==> src/rtl/out_display.sv <==
// BCD display driver: double-dabble conversion (WIDTH+1 cycles after capture) feeding a multiplexed 7-segment scan.
// No backpressure: input changes during a conversion are picked up by the next IDLE compare.
module out_display #(
    parameter int WIDTH       = 8,
    parameter int DIGITS      = 4,
    parameter int REFRESH_DIV = 1024
) (
    input  logic              clk,
    input  logic              rst,
    input  logic [WIDTH-1:0]  i_data,
    input  logic              i_signed,
    output logic [6:0]        o_seg,
    output logic [DIGITS-1:0] o_digit_en,
    output logic              o_busy
);
    localparam int BW   = 4 * DIGITS;
    localparam int CW   = $clog2(WIDTH + 1);
    localparam int PW   = $clog2(REFRESH_DIV);
    localparam int IDXW = (DIGITS > 1) ? $clog2(DIGITS) : 1;

    typedef enum logic [1:0] {IDLE, SHIFT, LOAD} state_t;

    state_t           state_q, state_d;
    logic [WIDTH:0]   cap_q, cap_d;
    logic [WIDTH-1:0] mag_q, mag_d;
    logic [BW-1:0]    bcd_q, bcd_d, bcd_adj;
    logic [CW-1:0]    cnt_q, cnt_d;
    logic             neg_q, neg_d;
    logic [BW-1:0]    disp_q, disp_d;
    logic             disp_neg_q, disp_neg_d;

    logic [PW-1:0]     presc_q;
    logic [IDXW-1:0]   idx_q;
    logic [6:0]        seg_q;
    logic [DIGITS-1:0] en_q;
    logic [IDXW-1:0]   msd;
    logic [3:0]        cur_nib;
    logic [6:0]        seg_pat;

    function automatic logic [6:0] seg_of(input logic [3:0] n);
        case (n)
            4'd0:    seg_of = 7'h3F;
            4'd1:    seg_of = 7'h06;
            4'd2:    seg_of = 7'h5B;
            4'd3:    seg_of = 7'h4F;
            4'd4:    seg_of = 7'h66;
            4'd5:    seg_of = 7'h6D;
            4'd6:    seg_of = 7'h7D;
            4'd7:    seg_of = 7'h07;
            4'd8:    seg_of = 7'h7F;
            4'd9:    seg_of = 7'h6F;
            default: seg_of = 7'h00;
        endcase
    endfunction

    always_comb begin
        bcd_adj = bcd_q;
        for (int k = 0; k < DIGITS; k++) begin
            if (bcd_q[4*k +: 4] >= 4'd5)
                bcd_adj[4*k +: 4] = bcd_q[4*k +: 4] + 4'd3;
        end
    end

    always_comb begin
        state_d    = state_q;
        cap_d      = cap_q;
        mag_d      = mag_q;
        bcd_d      = bcd_q;
        cnt_d      = cnt_q;
        neg_d      = neg_q;
        disp_d     = disp_q;
        disp_neg_d = disp_neg_q;
        case (state_q)
            IDLE: begin
                if ({i_signed, i_data} != cap_q) begin
                    cap_d   = {i_signed, i_data};
                    neg_d   = i_signed & i_data[WIDTH-1];
                    mag_d   = neg_d ? (~i_data + WIDTH'(1)) : i_data;
                    bcd_d   = '0;
                    cnt_d   = CW'(WIDTH);
                    state_d = SHIFT;
                end
            end
            SHIFT: begin
                bcd_d = {bcd_adj[BW-2:0], mag_q[WIDTH-1]};
                mag_d = mag_q << 1;
                cnt_d = cnt_q - CW'(1);
                if (cnt_q == CW'(1))
                    state_d = LOAD;
            end
            LOAD: begin
                disp_d     = bcd_q;
                disp_neg_d = neg_q;
                state_d    = IDLE;
            end
            default: state_d = IDLE;
        endcase
    end

    always_ff @(posedge clk or posedge rst) begin
        if (rst) begin
            state_q    <= IDLE;
            cap_q      <= '0;
            mag_q      <= '0;
            bcd_q      <= '0;
            cnt_q      <= '0;
            neg_q      <= 1'b0;
            disp_q     <= '0;
            disp_neg_q <= 1'b0;
        end else begin
            state_q    <= state_d;
            cap_q      <= cap_d;
            mag_q      <= mag_d;
            bcd_q      <= bcd_d;
            cnt_q      <= cnt_d;
            neg_q      <= neg_d;
            disp_q     <= disp_d;
            disp_neg_q <= disp_neg_d;
        end
    end

    // Minus sits one place left of the most significant nonzero digit; digit 0 always lit.
    always_comb begin
        msd = '0;
        for (int k = 0; k < DIGITS; k++) begin
            if (disp_q[4*k +: 4] != 4'd0)
                msd = IDXW'(k);
        end
        cur_nib = disp_q[4*idx_q +: 4];
        if (idx_q <= msd)
            seg_pat = seg_of(cur_nib);
        else if (disp_neg_q && (idx_q == msd + IDXW'(1)))
            seg_pat = 7'h40;
        else
            seg_pat = 7'h00;
    end

    // Outputs reload only at the start of a slot so a digit never changes mid-slot.
    always_ff @(posedge clk or posedge rst) begin
        if (rst) begin
            presc_q <= '0;
            idx_q   <= '0;
            seg_q   <= 7'h3F;
            en_q    <= DIGITS'(1);
        end else begin
            if (presc_q == PW'(REFRESH_DIV - 1)) begin
                presc_q <= '0;
                idx_q   <= (idx_q == IDXW'(DIGITS - 1)) ? '0 : idx_q + IDXW'(1);
            end else begin
                presc_q <= presc_q + PW'(1);
            end
            if (presc_q == '0) begin
                seg_q <= seg_pat;
                en_q  <= DIGITS'(1) << idx_q;
            end
        end
    end

    assign o_seg      = seg_q;
    assign o_digit_en = en_q;
    assign o_busy     = (state_q != IDLE);
endmodule

==> config.mk <==
export PLATFORM = sky130hd
export DESIGN_NAME = out_display
export DESIGN_NICKNAME = d
export VERILOG_FILES = /design/src/rtl/out_display.sv
export SDC_FILE = /design/constraint.sdc
export NUM_CORES = 1
export LEC_CHECK = 0
export CAP_MARGIN = 30
export CORE_AREA = 4 4 90 92
export CTS_CLUSTER_DIAMETER = 80
export DETAILED_ROUTE_END_ITERATION = 10
export DIE_AREA = 0 0 94 96
export PLACE_DENSITY = 0.78
export SLEW_MARGIN = 25
export SYNTH_ARGS = -nofsm -noshare
export SYNTH_HDL_FRONTEND = slang
export SYNTH_SLANG_ARGS = --single-unit
==> constraint.sdc <==
create_clock -name clk -period 3.6 [get_ports clk]
set_clock_uncertainty 0.2 [all_clocks]
set_input_delay 1.08 -clock clk [delete_from_list [all_inputs] [get_ports clk]]
set_output_delay 1.08 -clock clk [all_outputs]
set_load 0.02 [all_outputs]
### Yosys cells after proc, flatten, opt, wreduce, memory -nomap -nowiden

Memory sizes are Yosys's and may differ from the RTL's.
Cells that the tools add are included.

| word-level totals | value |
|---|---|
| bits in registers | 80 |
| memory bits (read-only) | 112 |
| input bits | 11 |
| memories kept | 1 |

Memory list:

| name | depth | bits a word | read ports | clocked after Yosys merged registers in | wr ports | RTL line | RTL |
|---|---|---|---|---|---|---|---|
| (name not given) | 16 | 7 | 1 | 0 | 0 | 41 | `case (n)` |

| cells by class | value |
|---|---|
| add/subtract/negate cells | 9 |
| magnitude comparators | 5 |
| equality and inequality tests | 9 |
| shifts and indexed selects | 2 |
| mux-type cells | 21 |
| bitwise operators | 2 |
| reductions and logical operators | 11 |

Operators by type and width:

| cell | count |
|---|---|
| $pmux 16 s2 | 1 |
| $ge 4x3->1 const B | 4 |
| $mux 16 | 1 |
| $mux 4 | 4 |
| $mux 8 | 2 |
| $pmux 8 s2 | 1 |
| $shiftx 16x5->4 | 1 |
| $mux 7 | 2 |
| $add 4x2->4 const B | 3 |
| $reduce_bool 4->1 | 3 |
| $add 10x1->10 const B | 1 |
| $eq 10x10->1 const B | 1 |
| $logic_not 10->1 | 1 |
| $mux 10 | 1 |
| $mux 2 | 5 |
| $ne 9x9->1 | 1 |
| $add 8x1->8 const B | 1 |
| $not 8->8 | 1 |
| $pmux 4 s2 | 1 |
| $reduce_and 2->1 | 3 |
| $add 2x1->2 const B | 2 |
| $eq 2x2->1 const B | 2 |
| $eq 4x1->1 const B | 1 |
| $ne 2x2->1 const B | 2 |
| other kinds (13) | 14 |

### Longest topological paths before layout

Gate-level depths: netlist of the first run.

| logic depth | value |
|---|---|
| depth after elaboration | 9 |
| depth in mapped cells | 8 |

### Worst setup path after synthesis of the first run

No wires, ideal clock.

| path | value |
|---|---|
| kind | input -> register |
| start | input i_data[2] |
| end | register cap_q[5] |
| library setup time | 125 ps |
| arrival time | 2,257 ps |
| data required time | 3,275 ps |
| path slack | 1,019 ps |
| cell stages on the path | 5 |
| path through | buf_6 xnor2_4 nand4_4 o31ai_4 mux2_2 |

| between the ends | value |
|---|---|
| word-level cells in the longest chain between the ends | 2 |

RTL lines:

| what | RTL line | RTL |
|---|---|---|
| start: declaration | 10 | `input logic [WIDTH-1:0] i_data,` |
| $ne 9x9->1 | 75 | `if ({i_signed, i_data} != cap_q) begin` |
| $reduce_and 2->1 (no line) | - |  |
| end signal: assignment | 112 | `cap_q <= cap_d;` |
| end: declaration | 24 | `logic [WIDTH:0] cap_q, cap_d;` |

Every way passes these cells.
A chain may end at the register's enable or synchronous reset.

### Worst setup path after layout of the first run

| path | value |
|---|---|
| start | register state_q[0] |
| end | output o_busy |

| between the ends | value |
|---|---|
| word-level cells in the longest chain between the ends | 1 |

RTL lines:

| what | RTL line | RTL |
|---|---|---|
| start: declaration | 23 | `state_t state_q, state_d;` |
| start signal: assignment | 111 | `state_q <= state_d;` |
| $reduce_bool 2->1 | 161 | `assign o_busy = (state_q != IDLE);` |
| end: declaration | 14 | `output logic o_busy` |

Every way passes these cells.

==> impl_metrics.env, run 1 <==
export IMPL_outcome="complete, no violations"
export IMPL_max_freq_ghz=0.311
export IMPL_firstDrtPassIters=4
export IMPL_syn_area_per_cell_um2=10.8
export IMPL_required_ns=2.32
export IMPL_rsz0062_at_grt="false"
export IMPL_synthXorXnorAreaFrac_pct=7.38
export IMPL_p_int_mw=2.29
export IMPL_synth_edff_count=0
export IMPL_ys_flop_type="dfrtp_1"
export IMPL_grt_overflow_total=0
export IMPL_cts_buffer_depth=2
export IMPL_rows=31
export IMPL_ctsResizeCount=0
export IMPL_muxShareOfSynthArea_pct=8.43
export IMPL_via_per_inst=5.46
export IMPL_drc=0
export IMPL_combPwrFrac_pct=36.7
export IMPL_grt_max_degree=81
export IMPL_p_clk_share_pct=24.5
export IMPL_path_cells="nor2_1 > buf_4 > clkinv_1 > clkdlybuf4s50_1"
export IMPL_critical_path_max_stage_delay_ns=0.63
export IMPL_cts_buffers=9
export IMPL_grt_use_total_pct=19.2
export IMPL_synth_top_family_by_area="compound AO/OA/AOI/OAI gates"
export IMPL_clock_sinks=80
export IMPL_power_per_cell_area_nw_per_um2=724
export IMPL_area_delta_synth_final_pct=13.4
export IMPL_die_h_um=96
export IMPL_vdd_drop_max_mv=0.433
export IMPL_drive_gt1_share_pct=14.8
export IMPL_port_buffers=22
export IMPL_clk_latency_ns=0.35
export IMPL_synth_cell_types=53
export IMPL_antenna_cells=0
export IMPL_htreeDepth=3
export IMPL_gp_congestion=0.876
export IMPL_die_w_um=94
export IMPL_core_area_um2=7210
export IMPL_cp_max_fo=9
export IMPL_ctsHoldBuffers=0
export IMPL_synth_most_common_cell="dfrtp_1"
export IMPL_tightest_slew_ns=0.772
export IMPL_hp_class="flop to flop"
export IMPL_synthCells=399
export IMPL_hold_viol=0
export IMPL_fin_nets=456
export IMPL_start_util_pct=59.5
export IMPL_critical_path_top_delay_family="buffers and inverters"
export IMPL_swShare_pct=35.0
export IMPL_cts_tree="done"
export IMPL_setup_viol=0
export IMPL_ys_seq_area_share_pct=46.9
export IMPL_async_flop_share_pct=100
export IMPL_post_place_cells=508
export IMPL_synth_simple_gate_area_share_pct=12.1
export IMPL_synth_top_area_share_pct=42.6
export IMPL_ys_ff_latch=80
export IMPL_first_global_vias=2894
export IMPL_tns_ns=0
export IMPL_critical_path_class="flop to output port"
export IMPL_clockRootBuffer="clkbuf_8"
export IMPL_leakage_nw=2.17
export IMPL_cp_slowest_cell="clkdlybuf4s50_1"
export IMPL_final_antenna_net_count=0
export IMPL_dieArea_um2=9020
export IMPL_synth_area_um2=4290
export IMPL_fin_crit_sh_pct=89.4
export IMPL_via_count=2872
export IMPL_wl_per_cell_um=14.4
export IMPL_ys_top_cells_by_count="73 x dfrtp_1, 43 x nand2_1, 33 x inv_1"
export IMPL_period_minus_slack_ns=3.22
export IMPL_dp_hpwl_um=5490
export IMPL_synthAdderAreaFrac_pct=6.71
export IMPL_max_slew_margin_pct=48.6
export IMPL_cts_setup_buffers=0
export IMPL_postRouteWirelength_um=7600
export IMPL_grt_pass1_wl_um=13500
export IMPL_power_switching_mw=1.23
export IMPL_first_iter_violations=142
export IMPL_ios=23
export IMPL_critPathLaunchType="flop"
export IMPL_power_frac_seq_pct=38.8
export IMPL_critPathArrivalTime_ns=1.94
export IMPL_cap_violations=0
export IMPL_cp_end_kind="output port"
export IMPL_syn_num_nets=433
export IMPL_clkTransAtPathRegs_ns=0.08
export IMPL_finalNonFillerCells=526
export IMPL_worst_path_buf_inv=3
export IMPL_synth_top_area_cell="dfrtp_1"
export IMPL_synth_area_top_cells="dfrtp_1 43%, ha_1 6.7%, mux2_2 4.5%"
export IMPL_yosys_warnings=0
export IMPL_r2r_slack_ns=1.15
export IMPL_slew_violations=0
export IMPL_antenna_found_initial=0
export IMPL_synth_compound_area_share_pct=13.2
final cells by class:
type / instances / area (um2)
clock buffers: 9 / 124
clock inverters: 7 / 144
fillers: 562 / 2350
inverters: 34 / 128
multi-input cells: 269 / 2050
flip-flops and latches: 80 / 2010
well taps: 99 / 124
repair buffers: 28 / 285
sequential cells by signal, indices dropped and copies added (netlist names):
signal      cells
bcd_q          16
cap_q           9
cnt_q           4
disp_neg_q      1
disp_q         16
idx_q           2
mag_q           8
neg_q           1
o_digit_en      4
o_seg           7
presc_q        10
state_q         2
worst register-to-register path, cell delays in order, from the launching register on:
cell	delay [ns]
dfrtp_1	0.40
or4_1	0.57
nor2_1	0.14
ha_1	0.25
nor2b_1	0.14
o21ai_0	0.27
nand3_1	0.23
o21ai_1	0.18
logic make-up after synthesis:
logic type / Yosys count
mux: 29
compound gates: 80
flops: 80
buf+inv: 50
fa+ha+maj: 23
xor+xnor: 31
simple gates: 106
stage by stage:
step / util [%] / worst slack (ns) / hold WS (ns) / area [um2] / power (mW)
2_1_floorplan: - / 0.280 / 0.242 / 4290 / 2.39
3_3_place_gp: 63.4 / 0.269 / 0.249 / 4580 / 2.61
3_5_place_dp: 63.4 / 0.163 / 0.254 / 4580 / 2.66
4_1_cts: 67.2 / 0.352 / 0.266 / 4840 / 3.55
5_1_grt: 67.5 / 0.267 / 0.277 / 4870 / 3.80
6_report: 67.5 / 0.382 / 0.262 / 4870 / 3.53
final timing paths:
| check | from | endpoint | cells after the start |
|---|---|---|---|
| worst min-delay path | o_seg[5] | o_seg[5] | 2 |
| worst min register to register | o_seg[5] | o_seg[5] | 2 |
| worst max register to register | disp_q[12] | o_seg[3] | 7 |
| min in group asynchronous | rst | disp_q[2] | 3 |
| worst max-delay path | state_q[0] | o_busy | 4 |
| max in group asynchronous | rst | o_seg[4] | 3 |
routing by layer:
| metal | vias to the layer above | part of all wire (%) | routed length, um | track usage, % |
|---|---|---|---|---|
| met5 | - | 0 | 0 | 0 |
| met4 | 0 | 3.0 | 227 | 8.54 |
| met3 | 19 | 3.0 | 231 | 4.14 |
| met2 | 43 | 49 | 3750 | 32.3 |
| met1 | 1375 | 45 | 3390 | 23.9 |
| li1 | 1435 | - | - | - |
power groups by stage:
stage	registers (mW)	clock network, mW	logic, mW
2_1_floorplan	1.32	0	1.07
3_3_place_gp	1.37	0	1.24
3_5_place_dp	1.38	0	1.28
4_1_cts	1.37	0.890	1.29
5_1_grt	1.40	0.930	1.47
6_report	1.37	0.865	1.29
placed cells by master, fill, tap and decap left out, types with 5 or more instances in the layout:
master,count
xnor2_1,21
inv_1,32
o21ai_0,23
ha_1,23
nand3_1,5
nor2_1,21
dfrtp_1,73
nor4_1,8
dfstp_2,7
a21oi_1,9
mux2_2,17
o21ai_1,11
clkdlybuf4s50_1,22
nor2b_1,7
clkbuf_8,9
nand2_1,43
mux2i_1,8
xor2_1,7
nand2b_1,6
Power figures use the tool's default switching activity.
==> run 2: changes to the inputs <==
--- a/config.mk
+++ b/config.mk
@@ -6,11 +6,13 @@
 export NUM_CORES = 1
 export LEC_CHECK = 0
 export CAP_MARGIN = 30
-export CORE_AREA = 4 4 90 92
+export CELL_PAD_IN_SITES_DETAIL_PLACEMENT = 1
+export CELL_PAD_IN_SITES_GLOBAL_PLACEMENT = 2
+export CORE_AREA = 2 2 107 109
 export CTS_CLUSTER_DIAMETER = 80
 export DETAILED_ROUTE_END_ITERATION = 10
-export DIE_AREA = 0 0 94 96
-export PLACE_DENSITY = 0.78
+export DIE_AREA = 0 0 109 111
+export PLACE_DENSITY_LB_ADDON = 0.1
 export SLEW_MARGIN = 25
 export SYNTH_ARGS = -nofsm -noshare
 export SYNTH_HDL_FRONTEND = slang
==> impl_metrics.env, run 2 (same netlist as run 1, synthesis figures left out) <==
export IMPL_leakage_nw=2.22
export IMPL_grt_overflow_total=0
export IMPL_r2r_end="o_seg[3]"
export IMPL_via_count=2969
export IMPL_postRouteWirelength_um=9170
export IMPL_wl_per_cell_um=16.0
export IMPL_hold_start="o_seg[2]"
export IMPL_hold_viol=0
export IMPL_r2r_slack_ns=1.05
export IMPL_ios=23
export IMPL_max_freq_ghz=0.318
export IMPL_hp_class="flop to flop"
export IMPL_ctsResizeCount=0
export IMPL_required_ns=2.32
export IMPL_tightest_slew_ns=0.754
export IMPL_cts_buffers=9
export IMPL_vdd_drop_max_mv=0.389
export IMPL_combPwrFrac_pct=35.3
export IMPL_regArea_um2=2010
export IMPL_holdWs_ns=0.263
export IMPL_gp_congestion=0.746
export IMPL_rows=39
export IMPL_power_frac_seq_pct=36.5
export IMPL_multi_input_area_um2=2050
export IMPL_cp_end_kind="output port"
export IMPL_cts_buffer_depth=2
export IMPL_clkTransAtPathRegs_ns=0.06
export IMPL_top_regs="bcd_q x16, disp_q x16, presc_q x10"
export IMPL_period_minus_slack_ns=3.14
export IMPL_drive_gt1_share_pct=15.5
export IMPL_setup_viol=0
export IMPL_critical_path_class="flop to output port"
export IMPL_fin_nets=460
export IMPL_antenna_found_initial=0
export IMPL_power_per_cell_area_nw_per_um2=747
export IMPL_most_common_layout_cells="73 x dfrtp_1, 43 x nand2_1, 32 x inv_1"
export IMPL_dieArea_um2=12100
export IMPL_cap_violations=0
export IMPL_max_slew_margin_pct=49.7
export IMPL_cp_slowest_cell="clkdlybuf4s50_1"
export IMPL_outcome="complete, no violations"
export IMPL_cts_tree="done"
export IMPL_holdPathStages=2
export IMPL_r2r_start="disp_q[12]"
export IMPL_swShare_pct=34.2
export IMPL_slew_violations=0
export IMPL_critical_path_max_stage_delay_ns=0.63
export IMPL_start_util_pct=38.7
export IMPL_die_h_um=111
export IMPL_antenna_cells=0
export IMPL_die_w_um=109
export IMPL_reg2reg_depth=7
export IMPL_first_global_vias=3122
export IMPL_critPathArrivalTime_ns=1.86
export IMPL_path_cells="nor2_1 > clkinv_1 > clkdlybuf4s50_1"
export IMPL_power_switching_mw=1.28
export IMPL_clock_sinks=80
export IMPL_final_antenna_net_count=0
export IMPL_htreeDepth=3
export IMPL_drc=0
export IMPL_clockRootBuffer="clkbuf_16"
export IMPL_firstDrtPassIters=4
export IMPL_dp_hpwl_um=7030
export IMPL_worst_path_buf_inv=2
export IMPL_p_clk_share_pct=28.1
export IMPL_area_delta_synth_final_pct=17.1
export IMPL_fillers=1218
export IMPL_core_area_um2=11100
export IMPL_cp_max_fo=9
export IMPL_post_route_util_pct=45.4
export IMPL_grt_max_degree=36
export IMPL_fin_crit_sh_pct=87.3
export IMPL_worst_hold_path_endpoint="o_seg[2]"
export IMPL_port_buffers=22
export IMPL_ctsHoldBuffers=0
export IMPL_p_int_mw=2.47
export IMPL_via_per_inst=5.17
export IMPL_p_total_mw=3.75
export IMPL_layout_commonest_cell="dfrtp_1"
export IMPL_grt_use_total_pct=17.1
export IMPL_critical_path_top_delay_family="buffers and inverters"
export IMPL_clk_latency_ns=0.34
export IMPL_grt_pass1_wl_um=15900
export IMPL_first_iter_violations=66
export IMPL_rsz0062_at_grt="false"
export IMPL_critPathLaunchType="flop"
export IMPL_cts_setup_buffers=0
export IMPL_tns_ns=0
run 2: worst max-delay path by stage:
stage               startpoint       end  slack [ns]  depth (start not counted)
detailed placement   i_data[3]     neg_q        0.28                          6
global placement     i_data[3]  bcd_q[1]        0.32                          6
CTS                 state_q[0]    o_busy        0.42                          3
global route        state_q[1]    o_busy        0.32                          3
floorplan                  rst  bcd_q[0]        0.28                          1
finish              state_q[1]    o_busy        0.46                          3
run 2: final cells by class:
class | instances | area share, %
Multi-Input combinational cell | 269 | 40.9
Sequential cell | 80 | 40.0
Clock buffer | 11 | 4.83
Clock inverter | 5 | 2.09
Tap cell | 143 | 3.56
Inverter | 34 | 2.57
Timing Repair Buffer | 32 | 6.03
run 2: metal layers:
| layer | up-vias | share of wire, % | wire length (um) | GRT usage, % |
|---|---|---|---|---|
| met1 | 1475 | 44 | 4050 | 20.9 |
| met5 | - | 0 | 0 | 0 |
| met4 | 0 | 1.6 | 151 | 6.92 |
| met2 | 38 | 52 | 4770 | 29.6 |
| li1 | 1445 | - | - | - |
| met3 | 11 | 2.2 | 202 | 2.82 |
run 2: power by group through the flow:
stage               logic [mW]  clock network [mW]  registers [mW]
floorplan                 1.07                   0            1.32
global placement          1.30                   0            1.38
detailed placement        1.34                   0            1.39
CTS                       1.35                1.09            1.38
global route              1.51                1.13            1.41
finish                    1.33                1.06            1.37
run 2: stage by stage:
stage / setup slack, ns / std cells / instance area (um2)
3_5_place_dp: 0.280 / 558 / 4670
6_report: 0.458 / 574 / 5020
2_1_floorplan: 0.280 / 399 / 4290
3_3_place_gp: 0.316 / 557 / 4660
5_1_grt: 0.324 / 574 / 5020
4_1_cts: 0.419 / 574 / 5020
run 2: worst reg2reg max path, stage by stage (launching register included):
cell	delay (ns)
dfrtp_1	0.40
or4_1	0.59
nor2_1	0.15
ha_1	0.25
nor2b_1	0.14
o21ai_0	0.31
nand3_1	0.25
o21ai_1	0.20
